$ cat config.mk
export PLATFORM = sky130hd
export DESIGN_NAME = phase_accum
export DESIGN_NICKNAME = d
export VERILOG_FILES = /design/src/rtl/phase_accum_pkg.sv /design/src/rtl/phase_accum.sv
export SDC_FILE = /design/constraint.sdc
export NUM_CORES = 1
export LEC_CHECK = 0
export BUFFER_PORTS_ARGS = -buffer_cell sky130_fd_sc_hd__buf_2
export CORE_UTILIZATION = 30
export CTS_BUF_LIST = sky130_fd_sc_hd__clkbuf_8
export CTS_CLUSTER_DIAMETER = 150
export DETAILED_ROUTE_END_ITERATION = 10
export MAX_ROUTING_LAYER = met4
export PLACE_DENSITY_LB_ADDON = 0.1
export SLEW_MARGIN = 10
export SYNTH_ARGS = -nofsm -noshare
export SYNTH_HDL_FRONTEND = slang
export SYNTH_SLANG_ARGS = --single-unit
export TNS_END_PERCENT = 30
$ cat constraint.sdc
create_clock -name clk -period 2.55 [get_ports clk]
set_input_delay 0.1275 -clock clk [delete_from_list [all_inputs] [get_ports clk]]
set_output_delay 0.1275 -clock clk [all_outputs]
set_load 0.05 [all_outputs]
$ cat src/rtl/phase_accum_pkg.sv
// Shared types and constants for the phase accumulator.
// The FSM state enum and the reset value of the increment live here.
package phase_accum_pkg;

  typedef enum logic [1:0] {
    ST_IDLE = 2'd0,
    ST_RUN  = 2'd1,
    ST_PEND = 2'd2
  } phase_state_e;

  localparam int INIT_INCR_DEFAULT = 256;

endpackage

$ cat src/rtl/phase_accum.sv
// DDS phase accumulator that drives a sine-ROM address.
// New frequency words are deferred to the next wrap, so the new step starts at addr 0.
module phase_accum
  import phase_accum_pkg::*;
#(
  parameter int ADDRESS_WIDTH = 8,
  parameter int ACC_WIDTH     = 16,
  parameter int INIT_INCR     = INIT_INCR_DEFAULT
) (
  input  logic                     clk,
  input  logic                     rst_n,
  input  logic                     en,
  input  logic                     phase_clr,
  input  logic [ACC_WIDTH-1:0]     incr,
  input  logic                     incr_valid,
  output logic                     incr_ready,
  output logic [ADDRESS_WIDTH-1:0] addr,
  output logic                     wrap,
  output logic                     pending,
  output phase_state_e             fsm_state
);

  // Handshake: incr is transferred on a rising edge where incr_valid && incr_ready;
  // incr_ready depends only on state, and a master holds incr until it is accepted.

  phase_state_e         state, state_next;
  logic [ACC_WIDTH-1:0] acc, acc_next;
  logic [ACC_WIDTH-1:0] incr_reg, incr_reg_next;
  logic [ACC_WIDTH-1:0] pend_reg, pend_reg_next;
  logic [ACC_WIDTH-1:0] sum;
  logic                 carry;
  logic                 wrap_next;
  logic                 xfer;

  assign incr_ready   = (state != ST_PEND);
  assign pending      = (state == ST_PEND);
  assign fsm_state    = state;
  assign xfer         = incr_valid && incr_ready;
  assign {carry, sum} = {1'b0, acc} + {1'b0, incr_reg};
  assign addr         = acc[ACC_WIDTH-1 -: ADDRESS_WIDTH];

  always_comb begin
    state_next    = state;
    acc_next      = acc;
    wrap_next     = 1'b0;
    incr_reg_next = incr_reg;
    pend_reg_next = pend_reg;

    if (phase_clr || !en) begin
      // Leaving the accumulate path: flush any deferred word, and take a new one directly.
      if (state == ST_PEND) incr_reg_next = pend_reg;
      if (xfer)             incr_reg_next = incr;
      if (phase_clr)        acc_next      = '0;
      state_next = (phase_clr && en) ? ST_RUN : ST_IDLE;
    end else begin
      acc_next  = sum;
      wrap_next = carry;
      case (state)
        ST_IDLE: begin
          if (xfer) incr_reg_next = incr;
          state_next = ST_RUN;
        end
        ST_RUN: begin
          // A zero step never wraps, so deferring it would stall forever.
          if (xfer) begin
            if (incr_reg == '0) begin
              incr_reg_next = incr;
            end else begin
              pend_reg_next = incr;
              state_next    = ST_PEND;
            end
          end
        end
        ST_PEND: begin
          if (carry) begin
            incr_reg_next = pend_reg;
            state_next    = ST_RUN;
          end
        end
        default: state_next = ST_IDLE;
      endcase
    end
  end

  always_ff @(posedge clk or negedge rst_n) begin
    if (!rst_n) begin
      state    <= ST_IDLE;
      acc      <= '0;
      wrap     <= 1'b0;
      incr_reg <= ACC_WIDTH'(INIT_INCR);
      pend_reg <= '0;
    end else begin
      state    <= state_next;
      acc      <= acc_next;
      wrap     <= wrap_next;
      incr_reg <= incr_reg_next;
      pend_reg <= pend_reg_next;
    end
  end

endmodule

==> flow_summary.json <==
{
  "relSlewSlack_pct": 59.7,
  "syn_nets": 305,
  "pre_cts_ws_ps": 29.5,
  "synth-edff-count": 0,
  "start_util_pct": 31.0,
  "routed_via_density": 4.70,
  "root_buffer": "clkbuf_8",
  "synth_cell_type_count": 49,
  "setup_viol": 0,
  "cap_violations": 0,
  "synth.yosys.seq_area_share_pct": 42.1,
  "rr_endpoint": "incr_reg[6]",
  "n_antenna_cell": 0,
  "status": "finished, final reports clean",
  "grt_max_degree": 22,
  "die_x_um": 103,
  "yosysTopAreaCell": "dfrtp_1",
  "setup_slack_ps": 144,
  "drt_iter0_drc": 45,
  "tightest_slew_ps": 603,
  "rrSetupSlack_ps": 140,
  "cts_num_sinks": 51,
  "syn_area_um2": 3030,
  "clk_pin_slew_ps": 90,
  "grt_pass1_wl_mm": 11.1,
  "grt_use_total_pct": 14.6,
  "final_net_count": 341,
  "stdcell_area_um2": 3460,
  "num_vias": 2054,
  "fin_tns_setup_ps": 0,
  "grt_pass1_vias": 2013,
  "final_util_pct": 35.4,
  "start_kind": "flop",
  "port-buffer-count": 33,
  "grt_remaining_overflow": 0,
  "fin_skew_ps": 5.10,
  "irDropWorstVdd_mv": 0.230,
  "drv_slew": 0,
  "path_max_fanout": 16,
  "synthCells": 267,
  "antenna_found_initial": 0,
  "cp.arrival_ps": 2600,
  "cp-end-kind": "flop",
  "synthFlopType": "dfrtp_1",
  "clockBufferDepth": 2,
  "dp_hpwl_mm": 5.24,
  "drive_gt1_share_pct": 31.9,
  "power-per-cell-area_nw_per_um2": 836,
  "core_area_um2": 9770,
  "drc_errors": 0,
  "p_leak_nw": 1.58,
  "wl_mm": 6.69,
  "ctsHtreeMaxLevel": 2,
  "synthArstFlopShare_pct": 100,
  "hold_path.class": "in -> reg",
  "boundaryPins": 34,
  "path_class": "reg -> reg",
  "synth_top_cell_area_share_pct": 41.3,
  "crit_required_ps": 2740,
  "placed_area_um2": 3350,
  "min_from": "incr[3]",
  "ant_nets": 0,
  "dr.pass1.iters": 4,
  "clock_latency_ps": 300,
  "fin_crit_ps": 2410,
  "ys_warn_count": 0,
  "netlist_top_cells_area": "dfrtp_1 41%, mux2_2 10%, ha_1 6.6%, mux2_4 5.0%, mux2_1 4.1%",
  "rows": 36,
  "min_period_over_period_pct": 94.4,
  "synth_most_common_cell": "dfrtp_1",
  "ys_seq_elements": 51,
  "postSynthAreaPerCell_um2": 11.4,
  "area_growth_pct": 14.2,
  "holdPathStages": 2,
  "die_y_um": 103,
  "holdPathEnd": "pend_reg[3]",
  "r2r_start": "acc[0]",
  "r2r_cells": 9,
  "synthTopCellsByCount": "50 x dfrtp_1, 27 x mux2_2, 18 x nor2_1",
  "timing.fmax_mhz": 416,
  "post_cts_buffers": 0,
  "routabilityCongestion": 0.796,
  "cts_buffers": 5,
  "avgRoutedWirePerCell_um": 15.3,
  "cts_tree": "done",
  "die_area_um2": 10500,
  "hold_viol_final": 0,
  "rsz0062_at_grt": "false"
}
final cells by class:
cell class	instances	area, um^2
fillers	1008	6310
multi-input cells	198	1650
flip-flops and latches	51	1280
repair buffers	45	270
well taps	133	166
clock buffers	5	68.8
clock inverters	3	21.3
inverters	2	7.51
how the worst max path moves through the flow:
stage                            start          end
after floorplan           fsm_state[1]  incr_reg[0]
after global placement          acc[0]  incr_reg[6]
after detailed placement        acc[0]  incr_reg[9]
after CTS                       acc[0]  incr_reg[9]
after global routing       incr_reg[7]  incr_reg[7]
final                           acc[0]  incr_reg[6]
routing by layer:
layer  vias to the layer above  GRT usage, %  share of wire [%]
met1                       977          20.2                 51
met5                         -             -                  0
met2                        26          22.2                 47
met3                         0          2.58                1.7
met4                         0          3.30                  0
li1                       1051             -                  -
power breakdown:
part | internal (mW) | switching (mW) | total, mW
clock network | 0.194 | 0.271 | 0.465
logic | 0.576 | 0.696 | 1.27
registers | 1.00 | 0.156 | 1.16
total | 1.77 | 1.12 | 2.89
critical path, cell delays in order, from the launching register on:
cell      delay [ps]
dfrtp_1          390
ha_1             230
fa_1             400
a211oi_2         260
o21ai_2          130
a21oi_4          150
o21ai_2           90
o211a_1          170
buf_12           160
mux2_1           310
cells in the final DEF (no fill, tap or decap), types with 2 or more instances in the layout:
| cell type | count |
|---|---|
| xnor2_1 | 6 |
| a211oi_1 | 7 |
| o21bai_1 | 2 |
| o211ai_1 | 5 |
| a21o_1 | 3 |
| nor2_1 | 18 |
| xor2_1 | 6 |
| clkinv_4 | 2 |
| mux2i_1 | 4 |
| or2_1 | 2 |
| nor3_1 | 2 |
| mux2_4 | 10 |
| inv_1 | 2 |
| mux2_1 | 11 |
| a21oi_1 | 16 |
| clkbuf_8 | 5 |
| buf_2 | 33 |
| ha_1 | 16 |
| nor4_1 | 4 |
| nand4_1 | 3 |
| nand3_1 | 2 |
| nand2_1 | 16 |
| mux2_2 | 27 |
| nor2b_1 | 2 |
| dfrtp_1 | 50 |
| buf_4 | 10 |
| o21ai_0 | 10 |
| o21a_1 | 3 |
| o21ai_2 | 2 |
| o21ai_1 | 3 |
kinds of logic after synthesis:
group,after synthesis,share of synthesized area (%)
compound gates,60,13.8
xor+xnor,12,3.47
fa+ha+maj,17,7.26
buf+inv,18,3.84
flops,51,42.1
mux,52,20.4
simple gates,57,9.12
stage by stage:
step,power (mW),hold WS (ps),std cells
floorplan,2.18,-168,267
global placement,2.45,102,428
detailed placement,2.45,88.5,428
CTS,2.95,37.3,437
global route,3.15,34.8,437
finish,2.89,48.7,437
timing repair:
item | in CTS | in global routing
endpoints found under the hold margin | 16 | 0
hold buffers | 1 | 0
endpoints found under the setup margin | 0 | 16
gates resized for setup | 0 | 2
(Power assumes the default switching activity.)
